$ cat config.mk
export PLATFORM = sky130hd
export DESIGN_NAME = fetch_stage
export DESIGN_NICKNAME = d
export VERILOG_FILES = /design/src/rtl/fetch_stage.sv
export SDC_FILE = /design/constraint.sdc
export NUM_CORES = 1
export LEC_CHECK = 0
export CAP_MARGIN = 20
export CELL_PAD_IN_SITES_DETAIL_PLACEMENT = 0
export CELL_PAD_IN_SITES_GLOBAL_PLACEMENT = 2
export CORE_MARGIN = 5
export CORE_UTILIZATION = 31
export CTS_CLUSTER_DIAMETER = 150
export DETAILED_ROUTE_END_ITERATION = 10
export GPL_ROUTABILITY_DRIVEN = 1
export HOLD_SLACK_MARGIN = 0.08
export PLACE_DENSITY = 0.81
export SYNTH_ARGS = -nofsm -noshare
export SYNTH_HDL_FRONTEND = slang
export SYNTH_SLANG_ARGS = --single-unit
$ cat constraint.sdc
create_clock -name clk -period 7.9 [get_ports clk]
set_input_delay 1.185 -clock clk [delete_from_list [all_inputs] [get_ports clk]]
set_output_delay 1.185 -clock clk [all_outputs]
set_load 0.01 [all_outputs]
$ cat src/rtl/fetch_stage.sv
// In-order instruction fetch: credit-limited request issue, response FIFO
// toward decode, and redirect handling that drops stale in-flight responses.
module fetch_stage #(
  parameter logic [31:0] RESET_PC = 32'h0000_0000,
  parameter int          DEPTH    = 2
) (
  input  logic        clk,
  input  logic        rst,
  output logic        imem_req_valid,
  input  logic        imem_req_ready,
  output logic [31:0] imem_req_addr,
  input  logic        imem_resp_valid,
  input  logic [31:0] imem_resp_data,
  input  logic        imem_resp_err,
  input  logic        redirect_valid,
  input  logic [31:0] redirect_pc,
  output logic        inst_valid,
  input  logic        inst_ready,
  output logic [31:0] inst,
  output logic [31:0] inst_pc,
  output logic        inst_fault
);
  localparam int CW = $clog2(DEPTH + 1);
  localparam int PW = $clog2(DEPTH);
  localparam logic [CW:0] CREDITS = (CW+1)'(DEPTH);

  typedef enum logic {FETCH, HALT} state_t;
  typedef struct packed {
    logic [31:0] data;
    logic [31:0] pc;
    logic        err;
  } entry_t;

  state_t                 state;
  logic [31:0]            pc;
  logic [CW-1:0]          inflight, inflight_nxt, drop, fifo_cnt;
  logic [CW:0]            occ;
  entry_t [DEPTH-1:0]     fifo_q;
  logic [DEPTH-1:0][31:0] rpc_q;
  logic [PW-1:0]          fifo_wr, fifo_rd, rpc_wr, rpc_rd;
  logic                   req_fire, push, pop;
  entry_t                 head;
  logic                   unused_redirect_lsb;

  function automatic logic [PW-1:0] ptr_inc(input logic [PW-1:0] p);
    return (p == PW'(DEPTH - 1)) ? '0 : p + PW'(1);
  endfunction

  assign unused_redirect_lsb = ^redirect_pc[1:0];

  // Buffered entries still hold a credit, so the FIFO can never overflow.
  assign occ            = {1'b0, inflight} + {1'b0, fifo_cnt};
  assign imem_req_valid = ~rst & (state == FETCH) & ~redirect_valid & (occ < CREDITS);
  assign imem_req_addr  = pc;
  assign req_fire       = imem_req_valid & imem_req_ready;

  assign push = imem_resp_valid & (drop == '0) & ~redirect_valid;
  assign pop  = inst_valid & inst_ready;

  always_comb begin
    inflight_nxt = inflight;
    if (req_fire)        inflight_nxt = inflight_nxt + CW'(1);
    if (imem_resp_valid) inflight_nxt = inflight_nxt - CW'(1);
  end

  always_ff @(posedge clk or posedge rst) begin
    if (rst) begin
      state    <= FETCH;
      pc       <= RESET_PC;
      inflight <= '0;
      drop     <= '0;
      fifo_cnt <= '0;
      fifo_wr  <= '0;
      fifo_rd  <= '0;
      rpc_wr   <= '0;
      rpc_rd   <= '0;
      fifo_q   <= '0;
      rpc_q    <= '0;
    end else begin
      inflight <= inflight_nxt;
      // Request-PC queue tracks every outstanding request, stale or not.
      if (req_fire) begin
        rpc_q[rpc_wr] <= pc;
        rpc_wr        <= ptr_inc(rpc_wr);
      end
      if (imem_resp_valid) rpc_rd <= ptr_inc(rpc_rd);

      if (redirect_valid) begin
        state    <= FETCH;
        pc       <= {redirect_pc[31:2], 2'b00};
        drop     <= inflight_nxt;
        fifo_cnt <= '0;
        fifo_rd  <= fifo_wr;
      end else begin
        if (req_fire) pc <= pc + 32'd4;
        if (imem_resp_valid && drop != '0) drop <= drop - CW'(1);
        if (push) begin
          fifo_q[fifo_wr].data <= imem_resp_err ? 32'h0 : imem_resp_data;
          fifo_q[fifo_wr].pc   <= rpc_q[rpc_rd];
          fifo_q[fifo_wr].err  <= imem_resp_err;
          fifo_wr              <= ptr_inc(fifo_wr);
          if (imem_resp_err && state == FETCH) state <= HALT;
        end
        if (pop) fifo_rd <= ptr_inc(fifo_rd);
        case ({push, pop})
          2'b10:   fifo_cnt <= fifo_cnt + CW'(1);
          2'b01:   fifo_cnt <= fifo_cnt - CW'(1);
          default: ;
        endcase
      end
    end
  end

  // Empty FIFO presents zeros so flushed storage never leaks to decode.
  assign head       = fifo_q[fifo_rd];
  assign inst_valid = (fifo_cnt != '0);
  assign inst       = inst_valid ? head.data : 32'h0;
  assign inst_pc    = inst_valid ? head.pc   : 32'h0;
  assign inst_fault = inst_valid & head.err;

endmodule

==> metrics.txt <==
Skew-Pair Late Insertion Delay about 0.53 ns; Synth cell types 55; CTS Sinks approximately 230; Power Density ~320 nW/um^2; clock root buffer clkbuf_16; number of routed nets with antenna violations 0; sw frac 31.8%; largest net degree at the start of global routing 150; via count just under 8,000; first-pass GRT wire length about 45,000 um; Leakage about 5.8 nW; IO Count between 150 and 200; fin crit share 52.0%; Seq pwr share between 40 and 50%; Max VDD drop between 0.0001 and 0.00015 V; Worst-Margin Slew approximately 1.1 ns; initial antenna violation count 0; fill count 3,356; overall die area roughly 38,000 um^2; sequential area share after synthesis 53.8%; worst rel slew slack a little over a quarter; vias in the first global route 8,198; total negative setup slack 0 ns; FF/Latch Area between 5000 and 6000 um^2; Tmin final slightly above 4 ns; Inserted Clock Buffers 27; Starting Density a little under a third; Synthesis Warnings 0; unrepaired setup endpoints after global routing no; nets about 1,200; Mapped Area about 11,000 um^2; GRT Util Overall approximately 14%; Post CTS Setup Buffer Count 0; Avg Cell Area, Syn approximately 10 um^2; Pint roughly 0.0030 W; CTS H-tree lvls 1; Mapped Cells 1,026; IO buf count 163; drt via density between 4 and 5; Multi-input gate area about 4500 um^2; Rows between 60 and 70; Die Y just under 200 um; Clock Path Buffers 3; Top FF cell, synth dfrtp_1; Fin Clk Skew 0.0110 ns; utilization after layout 40.2%; Avg WL per Cell approximately 17 um; Slew Viols, Final 0; CTS tree done; clock share of power between 20 and 30%; CTS hold repair buffers 0; WP data required roughly 6.7 ns; final wirelength around 27,000 um; setup violators final 0; Worst EP arrival between 2 and 3 ns; total chip power around 0.0044 W; RePlAce Congestion 0.758; net switching power between 0.001 and 0.0015 W; crit-path max FO 56; Critical Path Source Type flip-flop; Synth top area share between 50% and 60%; drt first pass iters 4; Comb power frac between 20% and 30%; diodes inserted 0; EDFF count, synth 0; share of cells above drive strength 1 roughly 12%; Final HPWL DP about 17,000 um; Crit Path Class reg2out; Yosys reg bits between 200 and 250; FMAX 244 MHz; chip width 195 um; DRT iter0 DRCs ~340; Clock transition at path regs roughly 0.060 ns; Async SR Flop Fraction 100%; Hold WC Path Type reg2reg; status finished, final reports clean; grt total ovfl 0; Max-Cap Viols 0; CTS resizes 0; top post-synthesis cells by area dfrtp_1 54%, mux2i_1 9.2%, mux2_2 6.3%; core box area roughly 34,000 um^2; Final Hold Vio Count 0; crit path capture type output pin; Layout area overhead 27.9%; area leader, netlist dfrtp_1; DRC 0
==> synthesized netlist by cell type (3+ instances only) <==
cell type	count
inv_1	9
and3_1	4
o311ai_0	7
buf_1	5
o21ai_1	40
clkbuf_1	36
a21oi_1	6
and2_1	3
mux2i_1	97
xnor2_1	5
nand2b_1	34
o311ai_1	6
nand3_1	18
a21o_1	3
nor3b_1	3
nor4_1	3
nor2b_1	12
or3_1	4
a221o_1	5
dfrtp_1	227
nand2_1	172
mux2_2	59
nor2_1	77
nand4_1	5
buf_2	24
o211ai_1	3
o21ai_0	112
xor2_1	5
buf_4	7
nor3_1	3
==> flip-flops by register name (all words and copies together) (netlist names) <==
signal / cells
state: 1
fifo_wr: 1
rpc_q: 60
drop: 2
fifo_rd: 1
inflight: 2
rpc_wr: 1
imem_req_addr: 30
fifo_q: 126
rpc_rd: 1
fifo_cnt: 2
==> power groups by stage <==
stage | Sequential (W) | Clock, W | Combinational, W
2_1_floorplan | 0.00184 | 0 | 0.000938
3_3_place_gp | 0.00192 | 0 | 0.00121
3_5_place_dp | 0.00194 | 0 | 0.00124
4_1_cts | 0.00192 | 0.00130 | 0.00124
5_1_grt | 0.00198 | 0.00135 | 0.00138
6_report | 0.00191 | 0.00126 | 0.00122
==> stage by stage <==
stage	std cells	instance area [um^2]	hold slack [ns]	setup WS (ns)
after floorplan	1029	10600	0.445	0.495
after global placement	1578	12500	0.461	4.11
after detailed placement	1578	12500	0.469	4.12
after CTS	1628	13500	0.482	3.67
after global routing	1630	13500	0.496	3.62
final	1630	13500	0.473	3.80
==> final cells by class <==
cell class              count  area share [%]
multi-input cells         720            33.6
well taps                 448            4.15
clock buffers              38            5.68
clock inverters            12            1.11
flip-flops and latches    227            42.1
inverters                   9           0.306
repair buffers            176            13.1
==> critical path: stages, from the launching register on <==
cell and delay (ns):
dfrtp_4 0.52, buf_4 0.85, mux2i_1 0.17, nor2_1 0.24, clkdlybuf4s50_1 0.59
==> metal layers <==
layer	track usage, %	share of wire (%)	wire, um
met1	20.2	49	13300
met2	22.3	44	11800
met3	3.03	5.4	1440
met4	2.42	1.4	366
met5	0	0	0
==> cells in the final DEF (no fill, tap or decap), drive strengths merged, types with 20 or more instances in the layout <==
cell and instances:
mux2 59, nand2b 34, mux2i 97, clkdlybuf4s50 162, nand2 172, o21ai 152
nor2 78, clkbuf 38, dfrtp 227, nand3 20
==> kinds of logic (layout without fill, tap and decap cells) <==
group,count (synthesis),count (layout),synth area share [%]
AND/OR/NAND/NOR,355,355,15.7
other,1,4,0.0355
adder cells (fa/ha/maj),3,3,0.427
flip-flops,227,227,53.8
AO/OA/AOI/OAI,192,192,10.2
XOR/XNOR,10,10,0.830
multiplexers,156,156,15.5
buffers and inverters,82,235,3.52
==> final timing paths <==
path,from,endpoint,slack [ns],depth (start not counted)
min,fifo_q[123],fifo_q[123],0.47,2
max,fifo_rd,inst_pc[13],3.80,4
max in group asynchronous,rst,imem_req_addr[18],5.34,5
min in group asynchronous,rst,imem_req_addr[13],1.05,2
min reg2reg,fifo_q[123],fifo_q[123],0.47,2
max reg2reg,fifo_cnt[0],rpc_q[27],4.78,8
No activity file was read; power rests on OpenSTA's default activity.
==> RTL change, RTL diff (same settings) <==
Put a register stage on the output `inst_fault`. The value now appears one clock later. The other outputs are not delayed to match.
--- a/src/rtl/fetch_stage.sv
+++ b/src/rtl/fetch_stage.sv
@@ -116,7 +116,9 @@
   assign inst_valid = (fifo_cnt != '0);
   assign inst       = inst_valid ? head.data : 32'h0;
   assign inst_pc    = inst_valid ? head.pc   : 32'h0;
-  assign inst_fault = inst_valid & head.err;
+  always_ff @(posedge clk) begin
+    inst_fault <= inst_valid & head.err;
+  end
 
 endmodule
 
Check against the original RTL: not equivalent (Yosys sat finds a counterexample within 4 cycles, from zero or initial values and one cycle with rst high).
==> RTL change against the original RTL <==
Non-clock buffer count fell by 2. Power fell by 2.2%. Highest routed layer unchanged. Sequential cell count rose by 1. Largest power group unchanged. Design area fell by 1.0%. Largest cell class unchanged. Clock power fell by 9%. Cell count fell by 0.43%. First-iteration DRC count rose by 4.2%. Maximum frequency barely moved. Register-to-register slack got worse by 0.11 ns. Area after synthesis rose by 0.19%. Routed wire length rose by 1.1%. Hold slack improved by 0.0021 ns. Worst setup slack got worse by 0.0022 ns.
==> RTL change: results (changes against the original RTL) <==
\begin{tabular}{lr}
\hline
Metric & Value \\
\hline
\multicolumn{2}{l}{\textbf{STA}} \\
\quad Final Skew & 0.00878 ns (was 0.0110 ns) \\
\quad Relative slew slack & 33.5\% (was 27.5\%) \\
\multicolumn{2}{l}{\textbf{GRT}} \\
\quad Global-route wire length before repair & 44800 µm (was 44700 µm) \\
\quad Maximum number of pins on one net before global-route repair & 119 (was 150) \\
\quad Tot GR Track Use & 14.2\% (was 14.1\%) \\
\quad Vias in the first global route & 7919 (was 8198) \\
\multicolumn{2}{l}{\textbf{Placed design}} \\
\quad Worst slack after detailed placement & 4.11 ns (was 4.12 ns) \\
\quad Placed Cells incl. Taps & 1579 (was 1578) \\
\quad Global placer's final weighted congestion & 0.751 (was 0.758) \\
\multicolumn{2}{l}{\textbf{Setup path}} \\
\quad Critical path fanouts, max & 46 (was 56) \\
\multicolumn{2}{l}{\textbf{Routing}} \\
\quad DR WL met3 & 1690 µm (was 1440 µm) \\
\quad Via total after detailed routing & 7752 (was 7753) \\
\quad Routed WL per cell & 16.8 µm (was 16.5 µm) \\
\quad DRC violation total after the first TritonRoute iteration & 349 (was 335) \\
\quad DR WL met2 & 12000 µm (was 11800 µm) \\
\multicolumn{2}{l}{\textbf{Status}} \\
\quad Run status & complete, no violations (unchanged) \\
\multicolumn{2}{l}{\textbf{Final layout}} \\
\quad Number of nets in the final layout & 1233 (was 1235) \\
\quad Fillers & 3346 (was 3356) \\
\multicolumn{2}{l}{\textbf{Yosys}} \\
\quad Largest cells by area after synthesis & dfrtp\_1 54\%, mux2i\_1 9.2\%, mux2\_2 6.3\% (unchanged) \\
\quad Number of unique standard cell types used by synthesis & 56 (was 55) \\
\quad Async S/R FF share, synth & 99.6\% (was 100\%) \\
\quad Number of instances in the synthesized netlist & 1027 (was 1026) \\
\quad Sequential area share after synthesis & 53.9\% (was 53.8\%) \\
\multicolumn{2}{l}{\textbf{Pwr}} \\
\quad Fraction of power spent switching nets & 32.2\% (was 31.8\%) \\
\quad Leakage & 5.70 nW (was 5.76 nW) \\
\multicolumn{2}{l}{\textbf{Clock network}} \\
\quad CTS Buf Count & 26 (was 27) \\
\hline
\end{tabular}
RTL change: critical path, stage by stage, from the launching register on:
cell	delay, ns
dfrtp_4	0.65
buf_4	0.77
mux2i_1	0.18
nor2_1	0.21
clkdlybuf4s50_1	0.57
RTL change: cell families (layout without fill, tap and decap cells):
group                      Yosys count  after routing  share of synthesized area (%)
buffers and inverters               82            227                           3.51
DFF                                228            228                           53.9
other                                1              4                         0.0355
and+or+nand+nor                    355            355                           15.7
xor gates and xnor gates            10             10                          0.828
muxes                              156            156                           15.5
adders and majority gates            3              3                          0.426
AOI/OAI and AO/OA                  192            192                           10.2
RTL change: path summary, 6_finish.rpt:
kind / slack (ns) / end / start / cells past startpoint
min in group asynchronous: 1.31 / imem_req_addr[10] / rst / 2
min reg2reg: 0.47 / fifo_q[93] / fifo_q[93] / 2
max reg2reg: 4.67 / rpc_q[19] / fifo_cnt[0] / 8
min: 0.47 / fifo_q[93] / fifo_q[93] / 2
max in group asynchronous: 5.18 / fifo_rd / rst / 3
max: 3.79 / inst_pc[19] / fifo_rd / 4
RTL change: metal layers:
| layer | vias to the layer above | GRT usage [%] |
|---|---|---|
| li1 | 3775 | - |
| met2 | 184 | 21.9 |
| met3 | 29 | 3.41 |
| met1 | 3764 | 20.8 |
| met4 | 0 | 2.34 |
| met5 | - | 0 |
RTL change: power by group through the flow:
| stage | Combinational, mW | Sequential (mW) | Clock [mW] |
|---|---|---|---|
| after global placement | 1.19 | 1.94 | 0 |
| final | 1.20 | 1.94 | 1.15 |
| after detailed placement | 1.22 | 1.96 | 0 |
| after CTS | 1.23 | 1.94 | 1.19 |
| after floorplan | 0.937 | 1.84 | 0 |
| after global routing | 1.37 | 2.01 | 1.24 |
RTL change: final cells by class:
type	instances	area (µm²)	share of cell area [%]
clock buffers	38	757	5.66
clock inverters	6	57.6	0.430
inverters	9	41.3	0.309
multi-input cells	720	4540	34.0
flip-flops and latches	228	5710	42.7
well taps	448	561	4.19
repair buffers	174	1710	12.8
